<file path="config.mk">
export PLATFORM = sky130hd
export DESIGN_NAME = cpu_if
export DESIGN_NICKNAME = d
export VERILOG_FILES = /design/src/rtl/cpu_if.sv
export SDC_FILE = /design/constraint.sdc
export NUM_CORES = 1
export LEC_CHECK = 0
export BUFFER_PORTS_ARGS = -buffer_cell sky130_fd_sc_hd__buf_2
export CORE_ASPECT_RATIO = 1.25
export CORE_MARGIN = 2
export CORE_UTILIZATION = 47
export CTS_CLUSTER_DIAMETER = 60
export CTS_CLUSTER_SIZE = 14
export DETAILED_ROUTE_END_ITERATION = 8
export PLACE_DENSITY = 0.86
export SKIP_LAST_GASP = 1
export SYNTH_ARGS = -nofsm -noshare
export SYNTH_HDL_FRONTEND = slang
export SYNTH_SLANG_ARGS = --single-unit
</file>
<file path="constraint.sdc">
create_clock -name clk -period 2 [get_ports clk]
set_input_delay 0.3 -clock clk [delete_from_list [all_inputs] [get_ports clk]]
set_output_delay 0.3 -clock clk [all_outputs]
set_load 0.02 [all_outputs]
</file>
<file path="src/rtl/cpu_if.sv">
// Instruction fetch stage: drives the instruction-memory request, presents if_pc/if_inst to decode.
// Optional bubble counter output if_bubbles is built when CPU_IF_BUBBLE_COUNT_EN is defined.
module cpu_if #(
  parameter logic [31:0] RESET_VECTOR = 32'h0000_0000
) (
  input  logic        clk,
  input  logic        rst_n,
  output logic        imem_req,
  output logic [31:0] imem_addr,
  input  logic        imem_ack,
  input  logic [31:0] imem_rdata,
  input  logic        id_stall,
  input  logic        c_b,
  input  logic        c_j,
  input  logic [31:0] baddr,
  input  logic [31:0] jaddr,
  output logic [31:0] if_pc,
  output logic [31:0] if_inst,
  output logic        if_valid,
`ifdef CPU_IF_BUBBLE_COUNT_EN
  output logic [31:0] if_bubbles,
`endif
  output logic [1:0]  dbg_state
);

  typedef enum logic [1:0] {
    S_START = 2'd0,
    S_FETCH = 2'd1,
    S_STALL = 2'd2
  } state_t;

  state_t      state;
  logic [31:0] pc;
  logic [31:0] redirect_pc;
  logic        redirect_pending;
  logic        consumed;

  logic        accept;
  logic        replace;
  logic        capture;
  logic [5:0]  opcode;
  logic [31:0] target;
  logic [31:0] next_pc;

  // Memory handshake: imem_req is a level held with imem_addr stable until a cycle
  // where imem_req & imem_ack; that cycle transfers imem_rdata. A transfer seen while
  // decode stalls is discarded and the same address is requested again later.
  assign accept  = (state == S_FETCH) && !id_stall && imem_ack;
  assign replace = (state == S_FETCH) && !id_stall;
  assign opcode  = if_inst[31:26];

  // One capture per branch/jump held in if_inst; bubbles never qualify.
  assign capture = if_valid && (c_b || c_j) && !redirect_pending && !consumed;

  always_comb begin
    target = baddr;
    if (c_j) begin
      if (opcode == 6'h02 || opcode == 6'h03)
        target = {pc[31:28], jaddr[25:0], 2'b00};
      else
        target = jaddr;
    end
  end

  always_comb begin
    next_pc = pc + 32'd4;
    if (redirect_pending)
      next_pc = redirect_pc;
    else if (capture)
      next_pc = target;
  end

  assign imem_addr = pc;
  assign dbg_state = state;

  always_ff @(posedge clk or negedge rst_n) begin
    if (!rst_n) begin
      state            <= S_START;
      pc               <= RESET_VECTOR;
      imem_req         <= 1'b0;
      if_pc            <= 32'h0;
      if_inst          <= 32'h0;
      if_valid         <= 1'b0;
      redirect_pc      <= 32'h0;
      redirect_pending <= 1'b0;
      consumed         <= 1'b0;
    end else begin
      case (state)
        S_START: begin
          state    <= S_FETCH;
          imem_req <= 1'b1;
        end
        S_FETCH: begin
          if (id_stall) begin
            state    <= S_STALL;
            imem_req <= 1'b0;
          end else if (imem_ack) begin
            if_inst  <= imem_rdata;
            if_pc    <= pc;
            if_valid <= 1'b1;
            pc       <= next_pc;
          end else begin
            if_inst  <= 32'h0;
            if_valid <= 1'b0;
          end
        end
        S_STALL: begin
          if (!id_stall) begin
            state    <= S_FETCH;
            imem_req <= 1'b1;
          end
        end
        default: begin
          state    <= S_START;
          imem_req <= 1'b0;
        end
      endcase

      // The accept that fetches the delay slot is the one that consumes the redirect.
      if (accept)
        redirect_pending <= 1'b0;
      else if (capture)
        redirect_pending <= 1'b1;

      if (capture && !accept)
        redirect_pc <= target;

      if (replace)
        consumed <= 1'b0;
      else if (capture)
        consumed <= 1'b1;
    end
  end

`ifdef CPU_IF_BUBBLE_COUNT_EN
  always_ff @(posedge clk or negedge rst_n) begin
    if (!rst_n)
      if_bubbles <= 32'h0;
    else if (state == S_FETCH && !if_valid && if_bubbles != 32'hFFFF_FFFF)
      if_bubbles <= if_bubbles + 32'd1;
  end
`endif

endmodule

</file>
==> results_dict.tcl, run 1 <==
set metrics [dict create \
    status "finished, final reports clean" \
    place.gp.congestion 0.959 \
    setup_viol 0 \
    overflow 0 \
    numCtsBuffers 17 \
    intPower_mw 8.28 \
    synth_top_family_by_area "simple AND/OR/NAND/NOR gates" \
    p_per_area_nw_per_um2 1530 \
    synth-edff-count 0 \
    synth_compound_area_share_pct 18.3 \
    tightest_slew_ps 419 \
    pre_cts_ws_ps 20.1 \
    hold_end "if_inst[3]" \
    synth_warnings 0 \
    timing.max_slew.rel_slack_pct 71.8 \
    critPathKind "flip-flop to flip-flop" \
    fin_crit_sh_pct 97.6 \
    ios 202 \
    drv_slew 0 \
    r2r_start "imem_addr[5]" \
    clk_path_buf_depth 2 \
    nets 1156 \
    sequentialPowerShare_pct 32.4 \
    cts_max_level 4 \
    layout.area.seq_um2 3340 \
    reg2reg_to "imem_addr[31]" \
    multiInputGateArea_um2 3230 \
    cp.arrival_ps 2300 \
    hold_violations 0 \
    synth.avg_cell_area_um2 8.35 \
    antenna_found_initial 0 \
    drc 0 \
    via_per_inst 5.84 \
    ys_ff_latch 133 \
    fill_cells 1199 \
    insertedDiodeCount 0 \
    cp.required_ps 2350 \
    fmax_ghz 0.512 \
    share_comb_of_total_power_pct 43.7 \
    whs_path_depth 3 \
    worstHoldPathType "primary input to flip-flop" \
    skew_ps 7.23 \
    track_usage_pct 29.9 \
    root_buffer "clkbuf_16" \
    seq_area_frac_synth_pct 48.9 \
    start_util_pct 47.6 \
    cp-end-kind "flip-flop" \
    pwr-share-clk_pct 23.9 \
    synth-simple-area-share_pct 26.6 \
    finalWirelength_mm 22.9 \
    dp_hpwl_mm 16.4 \
    dieArea_um2 15500 \
    cap_violations 0 \
    min_period_ps 1950 \
    wl_per_cell_um 18.4 \
    placed_cell_area_um2 8550 \
    reg2reg_slack_ps 50 \
    fin_area_um2 9210 \
    die_w_um 112 \
    p_sw_share_pct 41.2 \
    synthMuxAreaShare_pct 1.44 \
    first_pass_iters 8 \
    area_growth_pct 35.4 \
    syn_inst 814 \
    final_cell_mix "nand2_1, buf_2, dfrtp_1" \
    clk_pin_slew_ps 60 \
    synthAdderAreaFrac_pct 0.184 \
    async_reset_ff_share_pct 100 \
    syn_nets 917 \
    core-area_um2 14300 \
    setup_slack_ps 47.9 \
    rr_worst_depth 5 \
    clock-sinks 133 \
    ys_types 65 \
    synth_flop_cell "dfrtp_1" \
    power.switching_mw 5.80 \
    io_buffers 201 \
    postCtsSetupRepairBufs 0 \
    grt_pass1_vias 6958 \
    min-delay-start "imem_rdata[3]" \
    grt_max_degree 77 \
    p_leak_nw 4.70 \
    vias 7262 \
    synth_xor_xnor_area_share_pct 0.258 \
    grt_pass1_wl_mm 36.7 \
    netlist_area_um2 6800 \
    cts_tree "done" \
    layout-drive-gt1-share_pct 33.3 \
    final_common_cell "nand2_1" \
    path_max_fanout 2 \
    clk_latency_ps 430 \
    ant_nets 0 \
    drt_iter0_markers 748 \
    cp-start-kind "flip-flop" \
    num_rows 49 \
    peakVddDrop_uv 861 \
    die_y_um 138 \
]
state kept, by name, indices dropped and copies added, names as in the netlist:
name,cells
consumed,1
if_valid,1
redirect_pc,32
imem_addr,32
dbg_state,2
if_inst,32
if_pc,32
redirect_pending,1
synth_stat cells (all sizes together) (5+ instances only):
master,instances,share of area [%]
inv,12,0.66
or2,7,0.64
o31ai,5,0.55
nand4,9,1.1
o21ai,78,5.7
nand3,65,4.8
a31o,6,0.77
a31oi,16,1.5
o211ai,17,2.0
mux2,6,0.99
nor2,38,2.1
and4,5,0.64
dfrtp,133,49
clkbuf,53,2.9
a221o,6,0.90
nor4,6,0.55
a32oi,5,0.64
or3,6,0.59
buf,10,0.68
a21oi,21,1.5
nand2,241,13
worst max-delay path by stage:
stage	start	endpoint	slack [ps]	cells past startpoint
6_report	imem_addr[5]	imem_addr[31]	50	5
5_1_grt	if_inst[29]	imem_addr[18]	-10	7
4_1_cts	if_inst[29]	imem_addr[25]	0.4	6
3_5_place_dp	if_inst[29]	imem_addr[25]	20	6
3_3_place_gp	imem_addr[5]	imem_addr[31]	60	5
2_1_floorplan	imem_addr[10]	imem_addr[31]	-180	7
critical path, stage by stage, from the launching register on:
cell and delay, ps:
dfrtp_2 380, nand4_4 120, or4_4 560, or4_4 430, or3_1 330, o211ai_2 70
per-layer routing:
metal  vias up  GRT usage (%)  routed length (µm)  part of all wire (%)
met2       441           48.2               11100                    48
li1       3348              -                   -                     -
met5         -              0                   0                     0
met4         0           12.7                 740                   3.2
met3        62           7.23                2130                   9.3
met1      3411           38.8                8960                    39
timing repair:
| item | in CTS | in global routing |
|---|---|---|
| hold endpoints to repair | 38 | 0 |
| resized for setup | 0 | 6 |
| setup endpoints to repair | 0 | 15 |
| hold buffers | 1 | 0 |
power by group through the flow:
stage          registers [mW]  clock network (mW)  logic (mW)
3_3_place_gp             4.52                   0        5.95
3_5_place_dp             4.57                   0        6.06
6_report                 4.57                3.37        6.15
2_1_floorplan            5.62                   0        2.42
5_1_grt                  4.70                3.51        6.65
4_1_cts                  4.55                3.38        6.11
logic make-up after synthesis:
logic type / Yosys count
buf+inv: 75
compound gates: 190
flops: 133
simple gates: 404
fa+ha+maj: 1
mux: 9
xor+xnor: 2
cell type report:
cell class                 instances  share of cell area (%)
sequential                       133                    36.3
multi-input combinational        606                    35.1
timing repair buffer             283                    18.8
clock buffer                      20                    4.96
tap                              178                    2.42
clock inverter                    12                    1.93
inverter                          12                   0.489
through the flow:
stage               instances  setup TNS [ps]  util [%]  total power [mW]  hold WS, ps
floorplan                 814            -394         -              8.04         4.41
global placement         1211               0      59.8              10.5          248
detailed placement       1211               0      59.8              10.6          251
CTS                      1244               0      64.4              14.0         89.0
global route             1244           -13.1      64.4              14.9          109
finish                   1244               0      64.4              14.1         95.2
No activity file was read; power rests on OpenSTA's default activity.
==> inputs of run 2 (changes only) <==
--- a/config.mk
+++ b/config.mk
@@ -6,7 +6,7 @@
 export NUM_CORES = 1
 export LEC_CHECK = 0
 export BUFFER_PORTS_ARGS = -buffer_cell sky130_fd_sc_hd__buf_2
-export CORE_ASPECT_RATIO = 1.25
+export CORE_ASPECT_RATIO = 1.4
 export CORE_MARGIN = 2
 export CORE_UTILIZATION = 47
 export CTS_CLUSTER_DIAMETER = 60
==> run 2 against run 1 <==
Flip-flop and latch count stayed put. Count of clock-buffer cells in the layout stayed put. Total power is 1.9% lower. Final cell count is 0.64% higher. Sequential share of layout area is 0.051 points higher. Register-to-register slack hardly changed. Clock skew is 1.0 ps lower. Combinational power is 2% higher. Hold slack better by 8.7 ps. Critical path type unchanged. Global-route usage is 0.19 points higher. Final area is 0.18% lower.
==> results_dict.tcl, run 2 (same netlist as run 1, synthesis figures left out) <==
set metrics [dict create \
    cap_violations 0 \
    path_max_fanout 2 \
    grt_pass1_wl_mm 36.8 \
    reg2reg_slack_ps 50 \
    fmax_ghz 0.513 \
    start_util_pct 47.5 \
    die_w_um 106 \
    finalWirelength_mm 23.1 \
    drt_iter0_markers 891 \
    dieArea_um2 15500 \
    startpoint "imem_addr[5]" \
    fin_crit_sh_pct 97.5 \
    globalRoute.busiestLayer "met2" \
    drc 0 \
    die_y_um 146 \
    drv_slew 0 \
    hold_violations 0 \
    layout.area.seq_um2 3340 \
    root_buffer "clkbuf_16" \
    io_buffers 201 \
    ios 202 \
    grt_use_met1_pct 35.7 \
    whs_path_depth 3 \
    setup_viol 0 \
    grt_pass1_vias 7254 \
    cp.required_ps 2350 \
    pre_cts_ws_ps 46.8 \
    vias 7321 \
    final_cell_mix "nand2_1, buf_2, dfrtp_1" \
    met3_usage_pct 8.04 \
    antenna_found_initial 2 \
    track_usage_pct 30.1 \
    core-area_um2 14300 \
    overflow 0 \
    placed_cell_area_um2 8580 \
    cp-end-kind "flip-flop" \
    ant_nets 0 \
    worstHoldPathType "primary input to flip-flop" \
    setup_slack_ps 49.7 \
    place.gp.congestion 0.941 \
    power_mw 13.8 \
    peakVddDrop_uv 842 \
    fill_cells 1197 \
    cpPeakStageDelay_ps 550 \
    dp_hpwl_mm 16.5 \
    grt_max_degree 77 \
    min_period_ps 1950 \
    clk_latency_ps 420 \
    timing.max_slew.rel_slack_pct 73.4 \
    clk_path_buf_depth 2 \
    rr_worst_depth 5 \
    cp-start-kind "flip-flop" \
    r2r_start "imem_addr[5]" \
    min-delay-start "imem_rdata[26]" \
    first_pass_iters 6 \
    final_common_cell "nand2_1" \
    skew_ps 6.22 \
    crit_buf_inv 0 \
    via_per_inst 5.85 \
    multiInputGateArea_um2 3250 \
    area_growth_pct 35.1 \
    layout-drive-gt1-share_pct 33.3 \
    clk_pin_slew_ps 60 \
    fin_area_um2 9190 \
    clock-sinks 133 \
    insertedDiodeCount 0 \
    numCtsBuffers 17 \
    cts_max_level 4 \
    cp.arrival_ps 2300 \
    critical-path-top-delay-family "simple AND/OR/NAND/NOR gates" \
    hold_end "if_inst[26]" \
    wl_per_cell_um 18.4 \
    grt_setup_unrepaired "true" \
    cts_tree "done" \
    grt_use_met2_pct 49.8 \
    p_per_area_nw_per_um2 1500 \
    status "finished, final reports clean" \
    p_leak_nw 4.65 \
    cp_slowest_cell "or4_4" \
    path_cells "nand4_4 > or4_4 > or4_4 > or3_1 > o211ai_2" \
    num_rows 52 \
    reg2reg_to "imem_addr[31]" \
    tightest_slew_ps 399 \
    critPathKind "flip-flop to flip-flop" \
    nets 1153 \
    crit_top_cell "or4_4" \
    fin_util_pct 64.2 \
]
[run 2: cell types whose count changed in the layout (fill, tap and decap cells not counted), sizes merged]
cell / previous run / this run
inv: 12 / 13
clkinv: 7 / 6
bufinv: 4 / 1
clkinvlp: 1 / 4
buf: 282 / 279
[run 2: timing repair]
item,4_1_cts,5_1_grt
hold endpoints to repair,25,0
gates resized for setup,0,9
setup buffers,0,1
endpoints found under the setup margin,0,7
hold buffers,1,0
[run 2: worst max-delay path by stage]
| stage | end | depth (start not counted) |
|---|---|---|
| 4_1_cts | imem_addr[31] | 5 |
| 6_report | imem_addr[31] | 5 |
| 5_1_grt | imem_addr[30] | 7 |
| 2_1_floorplan | imem_addr[31] | 7 |
| 3_5_place_dp | imem_addr[31] | 5 |
| 3_3_place_gp | imem_addr[31] | 5 |
[run 2: worst min-delay path: cells and delay by family]
kind,cells,cell delay (ps)
buf+inv,1,70
simple gates,2,120
[run 2: metrics by stage]
step	setup TNS (ps)	hold slack (ps)	instances
2_1_floorplan	-394	4.41	814
3_3_place_gp	0	185	1218
3_5_place_dp	0	189	1218
4_1_cts	0	95.7	1251
5_1_grt	-44.0	101	1252
6_report	0	104	1252
[run 2: cell type report]
class | instances | area share (%)
Clock buffer | 20 | 4.97
Clock inverter | 12 | 1.16
Inverter | 12 | 0.490
Multi-Input combinational cell | 606 | 35.3
Sequential cell | 133 | 36.3
Tap cell | 189 | 2.57
Timing Repair Buffer | 280 | 19.1
[run 2: power breakdown]
group,switching [mW],leakage (nW),internal (mW)
registers,0.705,1.68,3.83
logic,3.91,2.71,2.38
clock network,1.22,0.268,1.77
[run 2: layer usage]
| metal | vias to the layer above | part of all wire (%) |
|---|---|---|
| met1 | 3422 | 36 |
| met3 | 99 | 9.9 |
| met2 | 458 | 49 |
| li1 | 3340 | - |
| met4 | 2 | 4.8 |
| met5 | - | 0.056 |
==> inputs of run 3 (changes only) <==
--- a/config.mk
+++ b/config.mk
@@ -8,11 +8,10 @@
 export BUFFER_PORTS_ARGS = -buffer_cell sky130_fd_sc_hd__buf_2
 export CORE_ASPECT_RATIO = 1.4
 export CORE_MARGIN = 2
-export CORE_UTILIZATION = 47
-export CTS_CLUSTER_DIAMETER = 60
+export CORE_UTILIZATION = 52
 export CTS_CLUSTER_SIZE = 14
 export DETAILED_ROUTE_END_ITERATION = 8
-export PLACE_DENSITY = 0.86
+export PLACE_DENSITY = 0.89
 export SKIP_LAST_GASP = 1
 export SYNTH_ARGS = -nofsm -noshare
 export SYNTH_HDL_FRONTEND = slang
==> constraint.sdc (replaced) <==
create_clock -name clk -period 1.92 [get_ports clk]
set_input_delay 0.288 -clock clk [delete_from_list [all_inputs] [get_ports clk]]
set_output_delay 0.288 -clock clk [all_outputs]
set_load 0.02 [all_outputs]
==> run 3 against run 2 <==
The run now ends with negative setup slack left. Register-to-register slack worse by 100 ps. Die area fell by 9.3%. Non-clock buffer count grew 10. Sequential share of layout area barely moved. Sequential power grew 4.4%. Maximum frequency down 1.2%. Final area is essentially flat. Hold slack lost 10 ps. First-iteration DRC count rose by 22%. Largest power group unchanged.
==> results_dict.tcl, run 3 (same netlist as run 1, synthesis figures left out) <==
set metrics [dict create \
    cp-start-kind "flip-flop" \
    startpoint "imem_addr[3]" \
    track_usage_pct 35.4 \
    setup_slack_ps -53.6 \
    grt_use_met1_pct 43.2 \
    clock-sinks 133 \
    drt_iter0_markers 1090 \
    min-delay-start "imem_rdata[18]" \
    globalRoute.busiestLayer "met2" \
    die_w_um 101 \
    cp-end-kind "flip-flop" \
    path_max_fanout 8 \
    die_y_um 139 \
    wl_per_cell_um 19.8 \
    fin_util_pct 71.8 \
    fmax_ghz 0.507 \
    finalWirelength_mm 24.3 \
    first_pass_iters 8 \
    fin_crit_sh_pct 103 \
    timing.max_slew.rel_slack_pct 60.7 \
    final_common_cell "nand2_1" \
    drc 0 \
    cts_max_level 4 \
    clk_pin_slew_ps 60 \
    violations "negative setup slack" \
    dp_hpwl_mm 17.0 \
    nets 1163 \
    num_rows 49 \
    critPathKind "flip-flop to flip-flop" \
    overflow 0 \
    clk_path_buf_depth 2 \
    io_buffers 201 \
    via_per_inst 6.29 \
    grt_max_degree 77 \
    tightest_slew_ps 590 \
    worstHoldPathType "primary input to flip-flop" \
    area_growth_pct 35.2 \
    clk_latency_ps 420 \
    drv_slew 0 \
    layout-drive-gt1-share_pct 34.5 \
    place.gp.congestion 0.985 \
    root_buffer "clkbuf_16" \
    power_mw 14.6 \
    grt_pass1_wl_mm 39.0 \
    grt_pass1_vias 7668 \
    peakVddDrop_uv 1000 \
    r2r_start "imem_addr[3]" \
    status "finished with violations" \
    cp.required_ps 2220 \
    cpPeakStageDelay_ps 400 \
    core-area_um2 12800 \
    grt_setup_unrepaired "true" \
    cp.arrival_ps 2270 \
    setup_viol 2 \
    cap_violations 0 \
    start_util_pct 53.1 \
    p_leak_nw 4.71 \
    skew_ps 8.10 \
    p_per_area_nw_per_um2 1590 \
    cp_slowest_cell "dfrtp_1" \
    cts_tree "done" \
    numCtsBuffers 17 \
    hold_violations 0 \
    grt_use_met2_pct 57.3 \
    antenna_found_initial 2 \
    vias 7721 \
    final_cell_mix "nand2_1, buf_2, dfrtp_1" \
    dieArea_um2 14000 \
    path_cells "ha_1 > nand2_1 > nor3_2 > buf_4 > nor4bb_2 > o21ai_0 > a211o_1" \
    ios 202 \
    min_period_ps 1970 \
    met3_usage_pct 8.79 \
    ant_nets 0 \
]
==> run 3: worst paths after layout <==
check	end	slack, ps	cells after the start
worst max register to register	imem_addr[30]	-50	7
worst max-delay path	imem_addr[30]	-50	7
max in group asynchronous	if_inst[12]	940	3
min in group asynchronous	redirect_pc[12]	350	2
worst min register to register	if_inst[26]	460	2
worst min-delay path	if_inst[18]	90	3
==> run 3: worst max-delay path, delay by kind of cell, from the launching register on <==
kind,cells,cell delay [ps]
compound gates,2,520
buf+inv,1,190
flops,1,400
simple gates,3,530
fa+ha+maj,1,200
==> run 3: cell type report <==
| type | count | area [µm²] |
|---|---|---|
| fill | 951 | 3620 |
| sequential | 133 | 3340 |
| multi-input combinational | 606 | 3290 |
| timing repair buffer | 290 | 1730 |
| clock buffer | 18 | 429 |
| tap | 153 | 191 |
| clock inverter | 14 | 163 |
| inverter | 12 | 45.0 |
| antenna | 2 | 5.00 |
==> run 3: per-layer routing <==
metal	share of wire [%]	wire [µm]	vias up
met5	0	0	-
met4	6.5	1580	0
met3	12	2820	178
met2	47	11500	615
met1	35	8420	3570
li1	-	-	3358
==> run 3: repair_timing <==
item	4_1_cts	5_1_grt
endpoints found under the setup margin	8	12
hold endpoints to repair	34	0
hold buffers	1	0
setup buffers	1	3
pin swaps	0	3
gates resized for setup	3	15
==> run 3: through the flow <==
| stage | worst slack [ps] | cells | area (µm²) | hold WS (ps) | TNS, ps |
|---|---|---|---|---|---|
| after floorplan | -257 | 814 | 6850 | -7.59 | -856 |
| after global placement | -26.1 | 1189 | 8500 | 223 | -41.4 |
| after detailed placement | -44.0 | 1189 | 8500 | 224 | -114 |
| after CTS | -34.1 | 1223 | 9110 | 89.8 | -34.1 |
| after global routing | -148 | 1227 | 9190 | 113 | -291 |
| final | -53.6 | 1228 | 9200 | 93.6 | -85.1 |
==> run 3: where the power goes <==
part           total (mW)  switching, mW  internal [mW]  leakage (nW)
combinational        6.62           4.19           2.43          2.75
sequential           4.74          0.742           3.99          1.68
clock                3.28           1.25           2.03         0.281
